--- src/rtl/demux_rr_dispatch.sv ---
`default_nettype none
// ============================================================================
// Module      : demux_rr_dispatch
// Description : Round-robin dispatcher for a 1-to-8 demux. Takes a single
//               valid/ready stream and hands each word to one enabled output
//               channel in strict rotation, through one registered stage.
// Revision    : 1.0 - initial release
// ============================================================================
module demux_rr_dispatch #(
  parameter int W = 8
) (
  input  logic         clk,
  input  logic         rst,
  input  logic [7:0]   en_mask,
  input  logic [W-1:0] in_data,
  input  logic         in_valid,
  output logic         in_ready,
  output logic [W-1:0] out_data,
  output logic [7:0]   out_valid,
  input  logic [7:0]   out_ready,
  output logic [2:0]   sel,
  output logic [15:0]  xfer_cnt
);

  typedef enum logic [0:0] {
    EMPTY = 1'b0,
    FULL  = 1'b1
  } state_t;

  state_t     state;
  state_t     state_next;
  logic [2:0] ptr;
  logic [2:0] pick_idx;
  logic [2:0] idx;
  logic       out_transfer;
  logic       in_accept;

  // Handshakes: only the owning channel's ready matters; a stalled owner
  // blocks the stream rather than being skipped.
  always_comb begin
    out_transfer = out_valid[sel] & out_ready[sel];
    in_ready     = (en_mask != 8'd0) && ((state == EMPTY) || out_transfer);
    in_accept    = in_valid & in_ready;
  end

  // Rotating search starting at ptr; walking offsets from high to low lets
  // the smallest offset with an enabled channel win without an early exit.
  always_comb begin
    pick_idx = ptr;
    idx      = 3'd0;
    for (int i = 7; i >= 0; i--) begin
      idx = ptr + 3'(i);
      if (en_mask[idx]) begin
        pick_idx = idx;
      end
    end
  end

  // State register.
  always_ff @(posedge clk) begin
    if (rst) begin
      state <= EMPTY;
    end else begin
      state <= state_next;
    end
  end

  // Next-state logic: a new word keeps us FULL, a lone drain empties us.
  always_comb begin
    state_next = state;
    case (state)
      EMPTY: begin
        if (in_accept) begin
          state_next = FULL;
        end
      end
      FULL: begin
        if (out_transfer && !in_accept) begin
          state_next = EMPTY;
        end
      end
      default: state_next = EMPTY;
    endcase
  end

  // Output stage: load on accept, clear valid on a lone drain, count drains.
  // out_data and sel intentionally keep their last values when emptying.
  always_ff @(posedge clk) begin
    if (rst) begin
      ptr       <= 3'd0;
      sel       <= 3'd0;
      out_valid <= 8'd0;
      out_data  <= '0;
      xfer_cnt  <= 16'd0;
    end else begin
      if (in_accept) begin
        out_data  <= in_data;
        sel       <= pick_idx;
        out_valid <= 8'b1 << pick_idx;
        ptr       <= pick_idx + 3'd1;
      end else if (out_transfer) begin
        out_valid <= 8'd0;
      end
      if (out_transfer) begin
        xfer_cnt <= xfer_cnt + 16'd1;
      end
    end
  end

endmodule
`default_nettype wire

--- config.mk ---
export PLATFORM = sky130hd
export DESIGN_NAME = demux_rr_dispatch
export DESIGN_NICKNAME = d
export VERILOG_FILES = /design/src/rtl/demux_rr_dispatch.sv
export SDC_FILE = /design/constraint.sdc
export NUM_CORES = 1
export LEC_CHECK = 0
export CORE_ASPECT_RATIO = 0.8
export CORE_MARGIN = 2
export CORE_UTILIZATION = 45
export DETAILED_ROUTE_END_ITERATION = 8
export GPL_ROUTABILITY_DRIVEN = 0
export GPL_TIMING_DRIVEN = 0
export PLACE_DENSITY = 0.89
export SYNTH_ARGS = -nofsm -noshare
export SYNTH_HDL_FRONTEND = slang
export SYNTH_SLANG_ARGS = --single-unit
--- constraint.sdc ---
create_clock -name clk -period 4.05 [get_ports clk]
set_input_delay 0.81 -clock clk [delete_from_list [all_inputs] [get_ports clk]]
set_output_delay 0.81 -clock clk [all_outputs]
set_load 0.02 [all_outputs]
Word-level counts from Yosys, hierarchy flattened --
Index checks and enable logic that the tools add are counted.
Word-level totals: input bits 27, logic and storage cells 67, bits in registers 39
Cells by class: reductions and logical operators 6, bitwise gates (word level) 3, $add $sub $neg 9, muxes and demuxes 33, $lt $le $gt $ge 9, shift operators 1
Operators with widths (count):
- $lt 3x4->1 const B | 9
- $bmux 1 s3 | 10
- $mux 3 | 8
- $add 16x1->16 const B | 1
- $mux 8 | 2
- $add 3x3->3 const B | 4
- $mux 1 | 12
- $reduce_bool 8->1 | 1
- $shl 1x3->8 const A | 1
- $add 3x1->3 const B | 2
- $add 3x2->3 const B | 2
- $and 1x1->1 | 2
- $logic_and 1x1->1 | 2
- $pmux 1 s2 | 1
- $reduce_bool 2->1 | 1
- $logic_not 1->1 | 1
- $logic_or 1x1->1 | 1
- $not 1->1 | 1

Longest topological paths before layout --
Gate-level depths: netlist of run 1.
depth after elaboration 13, gate-level depth with buffers 16, depth with buffers taken out 13

Worst setup path after synthesis of run 1 --
No wires, ideal clock.
kind register to register, start register ptr[1], end register ptr[2], path buffers 3, cell stages (with the launch flop) 17, data required time 3.918 ns, clock period less this slack 3.775 ns, path slack 0.275 ns, setup time 0.132 ns, arrival time 3.643 ns, cells stage by stage dfxtp_1 > buf_6 > buf_2 > clkinv_1 > ha_1 > clkbuf_1 > mux4_2 > mux2i_1 > nor2_2 > a31oi_1 > mux2_4 > a2111oi_4 > inv_1 > ha_1 > ha_1 > nand2_1 > a21oi_1
Between the ends: longest elaborated chain between the ends 12
Ends and longest elaborated chain:
- start: declaration | line 32 | logic [2:0] ptr;
- start signal: assignment | line 100 | ptr <= pick_idx + 3'd1;
- $add 3x3->3 | line 52 | idx = ptr + 3'(i);
- $bmux 1 s3 | line 53 | if (en_mask[idx]) begin
- $mux 1 (implied by the code) | line 53
- $mux 3 (7 in a row) | line 53
- $mux 3 (*) | line 53
- via pick_idx[0] | line 33 | logic [2:0] pick_idx;
- $add 3x1->3 (*) | line 100
The timed path passes the listed nets; every way through them passes the cells marked *. The select of a mux whose other input is x is not followed. A chain may end at the register's enable or synchronous reset.

Worst setup path after layout of run 1 --
start register ptr[0], end register ptr[2]
The elaborated chain is that of the path after synthesis.

==> flow_metrics.env, run 1 <==
export IMPL_ys_flop_type="dfxtp_1"
export IMPL_seq_area_frac_synth=0.304
export IMPL_critPathLaunchType="flip-flop"
export IMPL_async_flop_share=0
export IMPL_antenna_found_initial=0
export IMPL_dp_final_hpwl_mm=5.40
export IMPL_status="completed"
export IMPL_fillCellCount=475
export IMPL_worstHoldPathCells=2
export IMPL_fin_crit_ps=3860
export IMPL_r2r_start="ptr[0]$_SDFFE_PP0P_"
export IMPL_grt_max_degree=14
export IMPL_num_nets_final=421
export IMPL_crit_type="reg -> reg"
export IMPL_num_vias=2698
export IMPL_die_area_sq_um=6340
export IMPL_first_pass_iters=6
export IMPL_worst_hold_slack_ps=455
export IMPL_dieWidth_um=88.5
export IMPL_fp_coreArea_sq_um=5500
export IMPL_diodes=0
export IMPL_grt_busiest_layer="met2"
export IMPL_synth_edf_count=0
export IMPL_required_ps=4210
export IMPL_port_buffers=62
export IMPL_cp_max_fo=10
export IMPL_slowest_delay_ps=400
export IMPL_dp_cells=455
export IMPL_ys_types=49
export IMPL_pre_cts_ws_ps=-420
export IMPL_ir_drop_mv=0.371
export IMPL_syn_avg_cell_area_sq_um=8.16
export IMPL_hold_path_class="reg -> reg"
export IMPL_drv_cap=0
export IMPL_drv_slew=0
export IMPL_setup_slack_ps=188
export IMPL_synthCells=315
export IMPL_clk_latency_ps=290
export IMPL_vias_per_cell=5.80
export IMPL_wl_per_cell_um=15.6
export IMPL_rsz0062_at_grt="no"
export IMPL_cellPowerDensity_nw_per_um2=697
export IMPL_r2r_slack_ps=190
export IMPL_p_leak_nw=1.21
export IMPL_drc=0
export IMPL_num_rows=24
export IMPL_cts_made_buffers=5
export IMPL_worst_r2r_path_depth=15
export IMPL_cts_htree_levels=2
export IMPL_start_util=0.468
export IMPL_cp_arrival_ps=4020
export IMPL_ys_seq_elements=39
export IMPL_syn_nets=350
export IMPL_end_kind="flip-flop"
export IMPL_area_delta_synth_final_pct=34.0
export IMPL_clock_root_buffer="clkbuf_8"
export IMPL_met1_usage=0.317
export IMPL_clockBufferDepth=2
export IMPL_cts_sinks=39
export IMPL_finish_utilization=0.627
export IMPL_overflow=0
export IMPL_p_int_mw=1.31
export IMPL_grt_use_met2=0.373
export IMPL_fin_crit_sh=0.954
export IMPL_max_freq_mhz=259
export IMPL_postRouteAntennaNets=0
export IMPL_slowest_stage="mux4_2"
export IMPL_swShare=0.455
export IMPL_power_frac_clock=0.135
export IMPL_min_from="out_data[0]$_SDFFE_PP0P_"
export IMPL_cts_tree="yes"
export IMPL_yosys_warnings=0
export IMPL_stdcell_count=465
export IMPL_path_clk_slew_ps=80
export IMPL_p_comb_frac=0.661
export IMPL_drive_above_1_share=0.0956
export IMPL_clock_skew_ps=9.50
export IMPL_power_frac_seq=0.204
export IMPL_hold_violations=0
export IMPL_fin_setup_tns_ps=0
export IMPL_met3_usage=0.0438
export IMPL_placed_area_sq_um=3290
export IMPL_slew_headroom=0.462
export IMPL_grt_pass1_wl_mm=11.5
export IMPL_crit_chain="clkbuf_4 > clkbuf_4 > inv_2 > ha_4 > mux4_2 > mux2i_2 > nor2_2 > a31oi_1 > mux2_4 > a2111oi_4 > inv_1 > ha_1 > ha_1 > nand2_1 > a21oi_1"
export IMPL_finalSetupViolCount=0
export IMPL_grt_total_usage=0.231
export IMPL_switchingPower_mw=1.09
export IMPL_wirelength_mm=7.28
export IMPL_stdcell_area_sq_um=3440
export IMPL_min_to="out_data[0]$_SDFFE_PP0P_"
export IMPL_fp_dieH_um=71.6
export IMPL_grt_pass1_vias=2462
export IMPL_ioPinCount=63
export IMPL_worst_pin_slew_ps=801
export IMPL_total_power_mw=2.40
export IMPL_syn_area_sq_um=2570
export IMPL_drtIter0Drc=257
export IMPL_r2r_end="ptr[2]$_SDFFE_PP0P_"
[cells in the final DEF, fill, tap and decap left out, types with 5 or more instances in the layout]
cell type,Yosys,routed
nor2_1,23,23
clkdlybuf4s50_1,0,62
xnor2_1,8,8
clkbuf_8,0,5
or3_1,7,7
nor3_1,6,6
nand2_1,52,52
inv_1,12,12
clkbuf_1,9,8
dfxtp_1,39,39
mux4_2,9,9
o21ai_0,13,13
o21ai_1,6,6
nand3_1,12,12
ha_1,8,7
xor2_1,5,5
nand4_1,5,5
nand3b_1,5,5
a21oi_1,28,28
[how the worst max path moves through the flow]
stage	startpoint	to	slack, ps	cells after the start
floorplan	ptr[1]$_SDFFE_PP0P_	ptr[2]$_SDFFE_PP0P_	270	16
global placement	ptr[1]$_SDFFE_PP0P_	ptr[2]$_SDFFE_PP0P_	-260	16
detailed placement	ptr[1]$_SDFFE_PP0P_	ptr[2]$_SDFFE_PP0P_	-420	16
CTS	ptr[0]$_SDFFE_PP0P_	ptr[2]$_SDFFE_PP0P_	40	15
global route	ptr[0]$_SDFFE_PP0P_	ptr[2]$_SDFFE_PP0P_	30	15
finish	ptr[0]$_SDFFE_PP0P_	ptr[2]$_SDFFE_PP0P_	190	15
[cells by family after synthesis]
| logic type | after synthesis | synth area share |
|---|---|---|
| mux | 18 | 0.125 |
| compound gates | 81 | 0.206 |
| xor+xnor | 13 | 0.0443 |
| fa+ha+maj | 8 | 0.0389 |
| simple gates | 126 | 0.232 |
| buf+inv | 30 | 0.0497 |
| flops | 39 | 0.304 |
[cells in the mapped netlist (5+ instances only)]
library cell	number	area share
nand3_1	12	0.023
mux4_2	9	0.079
nor3_1	6	0.012
xor2_1	5	0.017
buf_2	6	0.012
o21ai_0	13	0.025
nand2_1	52	0.076
mux2i_1	5	0.019
a21oi_1	28	0.055
nand3b_1	5	0.015
o21ai_1	6	0.012
nor2_1	23	0.034
inv_1	12	0.018
or3_1	7	0.017
xnor2_1	8	0.027
dfxtp_1	39	0.30
clkbuf_1	9	0.013
nand4_1	5	0.012
ha_1	8	0.039
[cell type report]
class / count / area (sq um) / area share
multi-input cells: 246 / 1680 / 0.487
flip-flops and latches: 39 / 781 / 0.227
repair buffers: 65 / 643 / 0.187
well taps: 78 / 97.6 / 0.0283
plain buffers: 15 / 76.3 / 0.0222
clock buffers: 5 / 68.8 / 0.0200
inverters: 14 / 55.1 / 0.0160
clock inverters: 3 / 43.8 / 0.0127
[routing by layer]
| metal | wire length, um | vias up |
|---|---|---|
| met3 | 442 | 15 |
| met4 | 124 | 0 |
| met1 | 3310 | 1282 |
| li1 | - | 1290 |
| met2 | 3390 | 111 |
| met5 | 0 | - |
[sequential cells by signal, indices dropped and copies added (netlist names)]
signal	flops
xfer_cnt	16
out_data	8
out_valid	8
ptr	3
sel	3
state	1
[what timing repair did]
| item | CTS | global route |
|---|---|---|
| resized for setup | 4 | 3 |
| cloned | 0 | 0 |
| endpoints found under the setup margin | 8 | 3 |
| pin swaps | 0 | 1 |
| hold buffers | 0 | 0 |
| setup buffers | 0 | 3 |
[power by group through the flow]
stage          Combinational, mW  Clock, mW  Sequential, mW
5_1_grt                     1.70      0.348           0.497
6_report                    1.59      0.324           0.490
2_1_floorplan               1.03          0           0.529
3_3_place_gp                1.36          0           0.493
4_1_cts                     1.46      0.326           0.490
3_5_place_dp                1.43          0           0.498
[critical path: cells and delay by family (launching register included)]
family,cells,cell delay [ps]
mux,3,1010
fa+ha+maj,3,880
buf+inv,4,730
compound gates,3,620
flops,1,340
simple gates,2,140
Power figures use the tool's default switching activity.
==> inputs of run 2 (changes only) <==
--- a/config.mk
+++ b/config.mk
@@ -6,7 +6,7 @@
 export NUM_CORES = 1
 export LEC_CHECK = 0
 export CORE_ASPECT_RATIO = 0.8
-export CORE_MARGIN = 2
+export CORE_MARGIN = 3
 export CORE_UTILIZATION = 45
 export DETAILED_ROUTE_END_ITERATION = 8
 export GPL_ROUTABILITY_DRIVEN = 0
==> run 2 against run 1 <==
  * Sequential power is essentially flat
  * Power is 4.6% lower
  * Combinational power shrank 6%
  * Worst hold slack improved by 0.90 ps
  * Sequential share of layout area increased by 0.16 points
  * Cell count is 1.5% lower
  * Die area is 5.1% higher
  * First-iteration DRC count down 21%
  * Via count shrank 3.3%
  * Flip-flop and latch count unchanged
  * Critical path type is now in -> reg
  * Critical endpoint unchanged
==> flow_metrics.env, run 2 (synthesized netlist as in run 1, its figures left out) <==
export IMPL_status="completed"
export IMPL_met1_usage=0.273
export IMPL_worst_pin_slew_ps=745
export IMPL_regArea_sq_um=781
export IMPL_slowest_delay_ps=660
export IMPL_cellPowerDensity_nw_per_um2=670
export IMPL_final_cell_mix="clkdlybuf4s50_1 (62), nand2_1 (52), dfxtp_1 (39)"
export IMPL_wl_per_cell_um=15.4
export IMPL_grt_max_degree=13
export IMPL_vias_per_cell=5.70
export IMPL_drtIter0Drc=202
export IMPL_required_ps=4200
export IMPL_grt_busiest_layer="met2"
export IMPL_slowest_stage="mux4_1"
export IMPL_drc=0
export IMPL_crit_chain="clkdlybuf4s50_1 > mux4_1 > mux2_4 > nor2_2 > a31oi_1 > mux2_4 > a2111oi_4 > inv_1 > ha_1 > ha_1 > nand2_1 > a21oi_1"
export IMPL_rsz0062_at_grt="no"
export IMPL_met3_usage=0.0522
export IMPL_cts_htree_levels=2
export IMPL_pre_cts_ws_ps=-340
export IMPL_multi_input_area_sq_um=1690
export IMPL_grt_total_usage=0.210
export IMPL_grt_pass1_vias=2506
export IMPL_die_area_sq_um=6660
export IMPL_grt_use_met2=0.358
export IMPL_start_util=0.488
export IMPL_clk_latency_ps=280
export IMPL_cp_max_fo=7
export IMPL_final_common_cell="clkdlybuf4s50_1"
export IMPL_top_register="xfer_cnt"
export IMPL_max_freq_mhz=258
export IMPL_clockBufferDepth=2
export IMPL_dieWidth_um=90.5
export IMPL_crit_type="in -> reg"
export IMPL_dp_final_hpwl_mm=5.25
export IMPL_cts_made_buffers=5
export IMPL_p_leak_nw=1.18
export IMPL_fin_setup_tns_ps=0
export IMPL_path_clk_slew_ps=80
export IMPL_end_kind="flip-flop"
export IMPL_port_buffers=62
export IMPL_num_rows=23
export IMPL_hold_path_class="reg -> reg"
export IMPL_worst_hold_slack_ps=456
export IMPL_dp_cells=452
export IMPL_drive_above_1_share=0.0862
export IMPL_ioPinCount=63
export IMPL_fin_crit_ps=3880
export IMPL_grt_pass1_wl_mm=11.5
export IMPL_fillCellCount=443
export IMPL_fp_coreArea_sq_um=5270
export IMPL_clock_root_buffer="clkbuf_8"
export IMPL_cts_sinks=39
export IMPL_postRouteAntennaNets=0
export IMPL_clock_skew_ps=6.20
export IMPL_fin_crit_sh=0.958
export IMPL_cp_arrival_ps=4030
export IMPL_critPathTopFamily="multiplexers"
export IMPL_drv_slew=0
export IMPL_antenna_found_initial=0
export IMPL_num_vias=2609
export IMPL_first_pass_iters=5
export IMPL_critPathBufInv=2
export IMPL_finalSetupViolCount=0
export IMPL_hold_violations=0
export IMPL_num_nets_final=418
export IMPL_diodes=0
export IMPL_ir_drop_mv=0.374
export IMPL_overflow=0
export IMPL_drv_cap=0
export IMPL_slew_headroom=0.500
export IMPL_stdcell_count=458
export IMPL_fp_dieH_um=73.6
export IMPL_wirelength_mm=7.03
export IMPL_largest_reg_flops=16
export IMPL_reg_top3="xfer_cnt x16, out_data x8, out_valid x8"
export IMPL_setup_slack_ps=169
export IMPL_area_delta_synth_final_pct=33.1
export IMPL_cts_tree="yes"
export IMPL_critPathLaunchType="input port"
==> run 2: cell types whose count changed in the layout (fill, tap and decap cells not counted), sizes merged <==
cell      delta
buf          -3
clkinvlp     +1
clkinv       -2
==> run 2: stage by stage <==
stage	cell area, sq um	util	power, mW
2_1_floorplan	2570	-	1.56
3_3_place_gp	3280	0.624	1.85
3_5_place_dp	3280	0.624	1.90
4_1_cts	3400	0.646	2.23
5_1_grt	3420	0.649	2.44
6_report	3420	0.649	2.29
==> run 2: repair_timing <==
item                                    in CTS  in global routing
gates resized for setup                      3                  5
endpoints found under the setup margin       6                  4
setup buffers                                0                  0
hold buffers                                 0                  0
==> run 2: final cells by class <==
cell class                 count  area share
buffer                        15      0.0223
clock buffer                   5      0.0201
clock inverter                 2      0.0110
inverter                      14      0.0161
multi-input combinational    246       0.493
sequential                    39       0.228
tap                           75      0.0274
timing repair buffer          62       0.181
==> run 2: where the power goes <==
group | internal, mW | switching (mW)
sequential | 0.437 | 0.0503
clock | 0.180 | 0.130
combinational | 0.633 | 0.860
total | 1.25 | 1.04
==> run 2: routing by layer <==
| layer | wire length, um | vias to the layer above | share of wire |
|---|---|---|---|
| li1 | - | 1284 | - |
| met1 | 3190 | 1223 | 0.45 |
| met2 | 3260 | 94 | 0.46 |
| met3 | 498 | 8 | 0.071 |
| met4 | 79 | 0 | 0.011 |
| met5 | 0 | - | 0 |
==> run 2: final timing paths <==
kind                            startpoint                       end  slack [ps]  cells past startpoint
setup / recovery                en_mask[4]       ptr[2]$_SDFFE_PP0P_         170                     12
hold / removal    out_data[1]$_SDFFE_PP0P_  out_data[1]$_SDFFE_PP0P_         460                      2
setup reg to reg       ptr[0]$_SDFFE_PP0P_       ptr[2]$_SDFFE_PP0P_         230                     15
hold reg to reg   out_data[1]$_SDFFE_PP0P_  out_data[1]$_SDFFE_PP0P_         460                      2
==> run 2: worst min-delay path, stage by stage (launching register included) <==
cell	delay [ps]
dfxtp_1	310
nand2_1	50
a21oi_1	50
